`config.mk`:
```
export PLATFORM = sky130hd
export DESIGN_NAME = pipe_stage_buf_flat
export DESIGN_NICKNAME = d
export VERILOG_FILES = /design/src/rtl/pipe_stage_buf_if.sv /design/src/rtl/pipe_stage_buf.sv /design/src/flat_wrapper.sv
export SDC_FILE = /design/constraint.sdc
export NUM_CORES = 1
export LEC_CHECK = 0
export ABC_AREA = 1
export CAP_MARGIN = 40
export CORE_MARGIN = 2
export CORE_UTILIZATION = 50
export DETAILED_ROUTE_END_ITERATION = 8
export GPL_TIMING_DRIVEN = 0
export PLACE_DENSITY_LB_ADDON = 0.1
export SETUP_SLACK_MARGIN = 0.15
export SLEW_MARGIN = 20
export SYNTH_ARGS = -nofsm -noshare
export SYNTH_HDL_FRONTEND = slang
export SYNTH_SLANG_ARGS = --single-unit
```
`constraint.sdc`:
```
create_clock -name clk -period 1.5 [get_ports clk]
set_input_delay 0.15 -clock clk [delete_from_list [all_inputs] [get_ports clk]]
set_output_delay 0.15 -clock clk [all_outputs]
set_load 0.02 [all_outputs]
```
`src/rtl/pipe_stage_buf_if.sv`:
```
// Valid/ready stage link carrying PC, payload, branch-delay flag and exception code.
// The master drives valid and the entry fields; the slave drives ready.
interface pipe_stage_buf_if #(
  parameter int DATA_W = 32,
  parameter int PC_W   = 32,
  parameter int EXC_W  = 5
);
  logic              valid;
  logic              ready;
  logic [PC_W-1:0]   pc;
  logic [DATA_W-1:0] data;
  logic              bd;
  logic [EXC_W-1:0]  exc;

  modport master (output valid, output pc, output data, output bd, output exc, input  ready);
  modport slave  (input  valid, input  pc, input  data, input  bd, input  exc, output ready);
endinterface

```
`src/rtl/pipe_stage_buf.sv`:
```
// Elastic 2-entry skid stage between CPU pipeline stages; 1-cycle latency, 1 entry/cycle.
// Upstream ready is a flop that drops only when the skid entry is occupied, so it never depends on out ready.
module pipe_stage_buf #(
  parameter int              DATA_W   = 32,
  parameter int              PC_W     = 32,
  parameter int              EXC_W    = 5,
  parameter logic [PC_W-1:0] RESET_PC = 'h3000,
  parameter bit              KEEP_PC  = 1'b1
) (
  input  logic               clk,
  input  logic               reset,
  input  logic               req,
  input  logic               flush,
  pipe_stage_buf_if.slave    in_if,
  pipe_stage_buf_if.master   out_if,
  output logic [1:0]         count
);

  typedef struct packed {
    logic [PC_W-1:0]   pc;
    logic [DATA_W-1:0] data;
    logic              bd;
    logic [EXC_W-1:0]  exc;
  } entry_t;

  typedef enum logic [1:0] {
    EMPTY = 2'd0,
    ONE   = 2'd1,
    FULL  = 2'd2
  } state_t;

  localparam entry_t CLR_ENTRY = '{pc: RESET_PC, data: '0, bd: 1'b0, exc: '0};

  state_t state_q, state_d;
  entry_t head_q, head_d;
  entry_t skid_q, skid_d;
  entry_t in_ent;
  logic   in_rdy_q, in_rdy_d;
  logic   out_vld_q, out_vld_d;
  logic   push, pop;

  assign in_ent = '{pc: in_if.pc, data: in_if.data, bd: in_if.bd, exc: in_if.exc};
  assign push   = in_if.valid & in_rdy_q;
  assign pop    = out_vld_q & out_if.ready;

  always_comb begin
    state_d = state_q;
    head_d  = head_q;
    skid_d  = skid_q;
    if (req) begin
      state_d = EMPTY;
      head_d  = CLR_ENTRY;
      skid_d  = CLR_ENTRY;
    end else if (flush) begin
      // Bubble: head PC/BD may survive so a later exception can still form the EPC.
      state_d     = EMPTY;
      head_d.data = '0;
      head_d.exc  = '0;
      skid_d      = CLR_ENTRY;
      if (!KEEP_PC) begin
        head_d.pc = RESET_PC;
        head_d.bd = 1'b0;
      end
    end else begin
      case (state_q)
        EMPTY: begin
          if (push) begin
            head_d  = in_ent;
            state_d = ONE;
          end
        end
        ONE: begin
          if (push && pop) begin
            head_d = in_ent;
          end else if (push) begin
            skid_d  = in_ent;
            state_d = FULL;
          end else if (pop) begin
            head_d.data = '0;
            head_d.exc  = '0;
            state_d     = EMPTY;
          end
        end
        FULL: begin
          if (pop) begin
            head_d  = skid_q;
            skid_d  = CLR_ENTRY;
            state_d = ONE;
          end
        end
        default: begin
          state_d = EMPTY;
          head_d  = CLR_ENTRY;
          skid_d  = CLR_ENTRY;
        end
      endcase
    end
    out_vld_d = (state_d != EMPTY);
    in_rdy_d  = (state_d != FULL);
  end

  always_ff @(posedge clk) begin
    if (reset) begin
      state_q   <= EMPTY;
      head_q    <= CLR_ENTRY;
      skid_q    <= CLR_ENTRY;
      in_rdy_q  <= 1'b1;
      out_vld_q <= 1'b0;
    end else begin
      state_q   <= state_d;
      head_q    <= head_d;
      skid_q    <= skid_d;
      in_rdy_q  <= in_rdy_d;
      out_vld_q <= out_vld_d;
    end
  end

  assign in_if.ready  = in_rdy_q;
  assign out_if.valid = out_vld_q;
  assign out_if.pc    = head_q.pc;
  assign out_if.data  = head_q.data;
  assign out_if.bd    = head_q.bd;
  assign out_if.exc   = head_q.exc;
  assign count        = state_q;

endmodule

```
`src/flat_wrapper.sv`:
```
// flat-port wrapper written by rule: the top's interface ports become plain ports
module pipe_stage_buf_flat 
#(
  parameter int              DATA_W   = 32,
  parameter int              PC_W     = 32,
  parameter int              EXC_W    = 5,
  parameter logic [PC_W-1:0] RESET_PC = 'h3000,
  parameter bit              KEEP_PC  = 1'b1
)
  (clk, reset, req, flush, count, in_if_valid, in_if_pc, in_if_data, in_if_bd, in_if_exc, in_if_ready, out_if_valid, out_if_pc, out_if_data, out_if_bd, out_if_exc, out_if_ready);
  pipe_stage_buf_if #(.DATA_W(DATA_W), .PC_W(PC_W), .EXC_W(EXC_W)) in_if_i ();
  pipe_stage_buf_if #(.DATA_W(DATA_W), .PC_W(PC_W), .EXC_W(EXC_W)) out_if_i ();
  input  logic clk;
  input  logic reset;
  input  logic req;
  input  logic flush;
  output logic [1:0] count;
  input wire logic [$bits(in_if_i.valid)-1:0] in_if_valid;
  input wire logic [$bits(in_if_i.pc)-1:0] in_if_pc;
  input wire logic [$bits(in_if_i.data)-1:0] in_if_data;
  input wire logic [$bits(in_if_i.bd)-1:0] in_if_bd;
  input wire logic [$bits(in_if_i.exc)-1:0] in_if_exc;
  output wire logic [$bits(in_if_i.ready)-1:0] in_if_ready;
  output wire logic [$bits(out_if_i.valid)-1:0] out_if_valid;
  output wire logic [$bits(out_if_i.pc)-1:0] out_if_pc;
  output wire logic [$bits(out_if_i.data)-1:0] out_if_data;
  output wire logic [$bits(out_if_i.bd)-1:0] out_if_bd;
  output wire logic [$bits(out_if_i.exc)-1:0] out_if_exc;
  input wire logic [$bits(out_if_i.ready)-1:0] out_if_ready;
  assign in_if_i.valid = in_if_valid;
  assign in_if_i.pc = in_if_pc;
  assign in_if_i.data = in_if_data;
  assign in_if_i.bd = in_if_bd;
  assign in_if_i.exc = in_if_exc;
  assign in_if_ready = in_if_i.ready;
  assign out_if_valid = out_if_i.valid;
  assign out_if_pc = out_if_i.pc;
  assign out_if_data = out_if_i.data;
  assign out_if_bd = out_if_i.bd;
  assign out_if_exc = out_if_i.exc;
  assign out_if_i.ready = out_if_ready;
  pipe_stage_buf #(.DATA_W(DATA_W), .PC_W(PC_W), .EXC_W(EXC_W), .RESET_PC(RESET_PC), .KEEP_PC(KEEP_PC)) u_core (.clk(clk), .reset(reset), .req(req), .flush(flush), .in_if(in_if_i), .out_if(out_if_i), .count(count));
endmodule
```
==> results.json, run 1 <==
{
  "critPathMaxFanout": 6,
  "final-setup-viol-count": 0,
  "syn-instance-count": 991,
  "wl_met3_um": 2138,
  "pwr_density_cell_nw_per_um2": 942.6,
  "ant_nets": 0,
  "drive_gt1_share_pct": 21.33,
  "area_growth_pct": 55.83,
  "overflow": 0,
  "wl_um": 24400,
  "die_w_um": 118.8,
  "top_layer_used": "met4",
  "h-tree-depth": 4,
  "critical_path_class": "flop to flop",
  "antenna_found_initial": 0,
  "avgSynthCellArea_um2": 6.654,
  "yosysWarnings": 0,
  "fin_ws_ps": 0.1170,
  "slew_headroom_pct": 53.04,
  "drv_cap": 0,
  "path_clk_slew_ps": 60,
  "dieHeight_um": 118.8,
  "slew_viol_final": 0,
  "drc": 0,
  "synth_nets": 1067,
  "drt-met1-wl_um": 9248,
  "gp_congestion": 0.8971,
  "drt_first_pass_iters": 6,
  "crit_required_ps": 1850,
  "fillCellCount": 886,
  "synth.distinct_cells": 22,
  "crit_slowest_cell": "dfxtp_4",
  "min_period_ps": 1500,
  "multi_input_area_um2": 3714,
  "seq_area_um2": 2893,
  "max_freq_mhz": 666.7,
  "fin_nets": 1268,
  "start_kind": "flop",
  "cts_buffers": 17,
  "dp_slack_ps": -641.2,
  "clk_path_buf_depth": 2,
  "placed_cell_area_um2": 8308,
  "grt_max_degree": 17,
  "routedWlPerCell_um": 17.72,
  "core-area_um2": 12720,
  "yosysSeqAreaShare_pct": 43.72,
  "rsz0062_at_grt": "true",
  "pin_count": 150,
  "grt_pass1_wl_um": 33350,
  "port_buffers": 149,
  "die-area_um2": 14120,
  "worst_pin_slew_ps": 704.4,
  "start_util_pct": 51.83,
  "vias": 7807,
  "min_path_type": "primary input to flop",
  "clock_latency_ps": 440,
  "first_global_vias": 7021,
  "dp_cells": 1312,
  "power_leakage_nw": 4.438,
  "mappedNetlistArea_um2": 6594,
  "cts_tree": "yes",
  "fin_skew_ps": 11.36,
  "path_cells": "inv_8 > buf_12 > nand2_8 > buf_8 > nor2_4 > nand2_1 > nand3_1 > nand2_1 > a21oi_1",
  "synth_seq_cells": 144,
  "final_cell_mix": "nand2_1, dfxtp_1, clkdlybuf4s50_1, a21oi_1, dlygate4sd2_1",
  "hold_viol": 0,
  "stdcell_area_um2": 10270,
  "layout_commonest_cell": "nand2_1",
  "path_common_cell": "nand2_1",
  "cp_data_arrival_time_ps": 1850,
  "endpoint_kind": "flop",
  "drt-initial-drc-count": 970,
  "track_usage_pct": 29.37,
  "wl_met2_um": 11730,
  "cts_root_buf": "clkbuf_16",
  "drt-vias-per-instance": 5.670,
  "min_period_over_period_pct": 99.99,
  "slowest_delay_ps": 390,
  "placementRows": 41,
  "cts_sinks": 144,
  "n_antenna_cell": 0,
  "dp_hpwl_um": 13440,
  "vdd_drop_max_mv": 0.8566,
  "status": "finished, final reports clean",
  "fin_cells": 1377
}
Yosys cell counts:
cell type,count,share of area [%]
o211ai_1,4,0.46
o22ai_1,2,0.19
inv_2,6,0.34
inv_1,60,3.4
a21oi_1,105,8.0
nand4_1,27,2.6
nand3_2,2,0.30
xnor2_1,1,0.13
nand2_1,350,20
nor2_2,2,0.19
clkbuf_2,1,0.076
nand3b_1,1,0.11
nor2_1,103,5.9
buf_2,36,2.7
a22o_1,17,2.3
buf_4,9,1.0
buf_1,4,0.23
nand2_2,2,0.19
o21ai_0,15,1.1
nand3_1,78,5.9
clkbuf_1,22,1.3
dfxtp_1,144,44
kinds of logic (layout without fill, tap and decap cells):
kind of cell | Yosys count | count (layout) | share of synthesized area, %
AOI/OAI and AO/OA | 143 | 143 | 12.01
DFF | 144 | 144 | 43.72
and+or+nand+nor | 565 | 566 | 35.07
xor gates and xnor gates | 1 | 1 | 0.1329
buffers and inverters | 138 | 351 | 9.070
final cells by class:
| class | count | share of cell area [%] |
|---|---|---|
| plain buffers | 71 | 6.917 |
| clock buffers | 28 | 5.224 |
| clock inverters | 4 | 0.6819 |
| inverters | 66 | 2.630 |
| multi-input cells | 710 | 36.14 |
| flip-flops and latches | 144 | 28.15 |
| well taps | 172 | 2.094 |
| repair buffers | 182 | 18.16 |
timing repair:
action | CTS | global route
gates resized for setup | 208 | 198
setup endpoints to repair | 217 | 145
pin swaps | 10 | 31
buffers inserted | 16 | 6
hold buffers | 0 | 0
cloned | 3 | 9
metrics by stage:
stage / setup TNS [ps] / hold WS (ps) / power [mW] / util [%]
after global placement: -51020 / 447.5 / 5.008 / 65.30
after global routing: -89.91 / 352.9 / 9.943 / 80.76
after detailed placement: -53540 / 452.6 / 5.014 / 65.30
final: 0 / 344.1 / 9.685 / 80.76
after CTS: 0 / 343.7 / 9.386 / 74.15
after floorplan: 0 / 297.2 / 4.533 / -
power by group:
group          switching, mW  internal, mW
Combinational          0.750         0.621
Clock                   1.65          2.76
Sequential            0.0280          3.88
Total                   2.43          7.26
state kept, by name, summed over array words and instances, names as in the netlist:
register,count
u_core.in_if.ready,1
u_core.out_if.pc,32
u_core.out_if.valid,1
u_core.count,2
u_core.out_if.data,32
u_core.out_if.bd,1
u_core.skid_q,70
u_core.out_if.exc,5
final timing paths:
kind / from / to / slack, ps / depth (start not counted)
max: u_core.count[1] / u_core.out_if.exc[1] / 0.1 / 9
min: in_if_pc[29] / u_core.skid_q[67] / 340 / 3
max reg2reg: u_core.count[1] / u_core.out_if.exc[1] / 0.1 / 9
min reg2reg: u_core.out_if.data[3] / u_core.out_if.data[3] / 460 / 2
critical path: cells and delay by family, from the launching register on:
family	cells	cell delay, ps
AND/OR/NAND/NOR	5	450
buffers and inverters	3	400
flip-flops	1	390
AO/OA/AOI/OAI	1	180
metal layers:
metal / vias up / global-route usage [%]
met5: - / 0
met4: 0 / 18.15
met3: 122 / 5.891
met2: 509 / 48.71
met1: 3591 / 34.88
li1: 3585 / -
Power figures use the tool's default switching activity.
==> run 2: changes to the inputs <==
- MAX_ROUTING_LAYER: unset -> met4
==> run 2 against run 1 <==
Fmax rose by 2.7%. Sequential power is essentially flat. Final cell count about the same. Core utilization fell by 0.35 points. Clock power barely moved. Worst hold slack lost 4.6 ps. Via count down 1.1%. Register-to-register slack improved by 40 ps. Highest routed layer unchanged.
==> results.json, run 2 (synthesized netlist as in run 1, its figures left out) <==
{
  "fin_ws_ps": 39.92,
  "power_mw": 9.668,
  "drv_cap": 0,
  "overflow": 0,
  "drc": 0,
  "cts_buffers": 17,
  "layout_commonest_cell": "nand2_1",
  "crit_slowest_cell": "dfxtp_4",
  "dp_hpwl_um": 13440,
  "path_clk_slew_ps": 60,
  "critPathMaxFanout": 6,
  "final_cell_mix": "nand2_1, dfxtp_1, a21oi_1, clkdlybuf4s50_1, dlygate4sd2_1",
  "cts_tree": "yes",
  "switching_share_pct": 24.88,
  "die-area_um2": 14120,
  "pin_count": 150,
  "crit_required_ps": 1850,
  "antenna_found_initial": 0,
  "utilization_pct": 80.41,
  "cts_root_buf": "clkbuf_16",
  "max_freq_mhz": 684.9,
  "core-area_um2": 12720,
  "cp_data_arrival_time_ps": 1810,
  "wl_um": 24070,
  "cts_sinks": 144,
  "top_usage_layer": "met2",
  "power_frac_clock_pct": 45.5,
  "intPower_mw": 7.263,
  "min_path_type": "primary input to flop",
  "vdd_drop_max_mv": 0.8410,
  "final-setup-viol-count": 0,
  "status": "finished, final reports clean",
  "worst_pin_slew_ps": 654.4,
  "use_met1_pct": 35.24,
  "gp_congestion": 0.9123,
  "slew_headroom_pct": 56.37,
  "first_global_vias": 7002,
  "slowest_delay_ps": 380,
  "vias": 7719,
  "rsz0062_at_grt": "true",
  "dp_slack_ps": -641.2,
  "power_leakage_nw": 4.434,
  "top_register": "u_core.skid_q",
  "grt_max_degree": 17,
  "endpoint_kind": "flop",
  "power_switching_mw": 2.406,
  "track_usage_pct": 30.25,
  "fin_nets": 1269,
  "slew_viol_final": 0,
  "area_growth_pct": 55.14,
  "placementRows": 41,
  "n_antenna_cell": 0,
  "drt-initial-drc-count": 784,
  "power_frac_comb_pct": 14.1,
  "die_w_um": 118.8,
  "min_period_ps": 1460,
  "dieHeight_um": 118.8,
  "ant_nets": 0,
  "path_cells": "buf_6 > buf_8 > nand2_8 > buf_12 > nor2_2 > nand3_1 > a21oi_1",
  "pwr_density_cell_nw_per_um2": 945.1,
  "largest_register_ffs": 70,
  "ctsHoldBuffers": 0,
  "routedWlPerCell_um": 17.46,
  "pwr-share-seq_pct": 40.4,
  "start_util_pct": 51.83,
  "grt_pass1_wl_um": 33390,
  "hold_viol": 0,
  "port_buffers": 149,
  "clk_path_buf_depth": 2,
  "drive_gt1_share_pct": 20.90,
  "min_period_over_period_pct": 97.34,
  "h-tree-depth": 4,
  "grtUsageMet2_pct": 48.46,
  "drt_first_pass_iters": 6,
  "clock_latency_ps": 430,
  "drt-vias-per-instance": 5.602,
  "grtUsageMet3_pct": 5.843,
  "start_kind": "flop",
  "tns_ps": 0,
  "fin_skew_ps": 7.848,
  "critical_path_class": "flop to flop"
}
run 2: changes by cell type in the layout (fill, tap and decap cells not counted), moves of 2 or more:
cell     delta
nand2_1     +2
nand2_2     -2
a21oi_2     -3
nor2_4      -7
a21oi_1     +3
nor2_2      +7
run 2: stage by stage:
stage / cell area (µm²) / hold WS (ps) / std cells
finish: 10230 / 339.5 / 1378
global route: 10230 / 353.3 / 1378
CTS: 9434 / 343.7 / 1362
detailed placement: 8308 / 452.6 / 1312
global placement: 8308 / 447.5 / 1312
floorplan: 6601 / 297.2 / 991
run 2: worst paths after layout:
check	from	to	slack (ps)	cells past startpoint
max	u_core.count[0]	u_core.skid_q[8]	40	7
min	in_if_pc[29]	u_core.skid_q[67]	340	3
max reg2reg	u_core.count[0]	u_core.skid_q[8]	40	7
min reg2reg	u_core.out_if.data[22]	u_core.out_if.data[22]	460	2
run 2: layout make-up:
| cell class | instances | area (µm²) |
|---|---|---|
| inverter | 66 | 270.3 |
| multi-input combinational | 710 | 3657 |
| clock buffer | 28 | 536.8 |
| tap | 172 | 215.2 |
| fill | 884 | 2492 |
| buffer | 71 | 714.4 |
| timing repair buffer | 183 | 1873 |
| clock inverter | 4 | 70.07 |
| sequential | 144 | 2893 |
run 2: metal layers:
layer / routed length (µm) / share of wire, %
met2: 11500 / 48
met4: 1368 / 5.7
met1: 9254 / 38
met5: 0 / 0
met3: 1944 / 8.1
run 2: critical path, delay by kind of cell, from the launching register on:
kind	cells	cell delay [ps]
compound gates	1	210
buf+inv	3	390
flops	1	380
simple gates	3	390
run 2: power by group through the flow:
stage	registers (mW)	logic, mW	clock network (mW)
global placement	3.99	1.02	0
detailed placement	3.99	1.02	0
finish	3.91	1.36	4.40
CTS	3.91	1.12	4.36
global route	3.91	1.45	4.56
floorplan	4.06	0.477	0
run 2: what timing repair did:
| item | CTS | global route |
|---|---|---|
| pin swaps | 10 | 29 |
| endpoints found under the setup margin | 217 | 145 |
| buffers inserted | 16 | 7 |
| gates cloned | 3 | 9 |
| resized for setup | 208 | 184 |
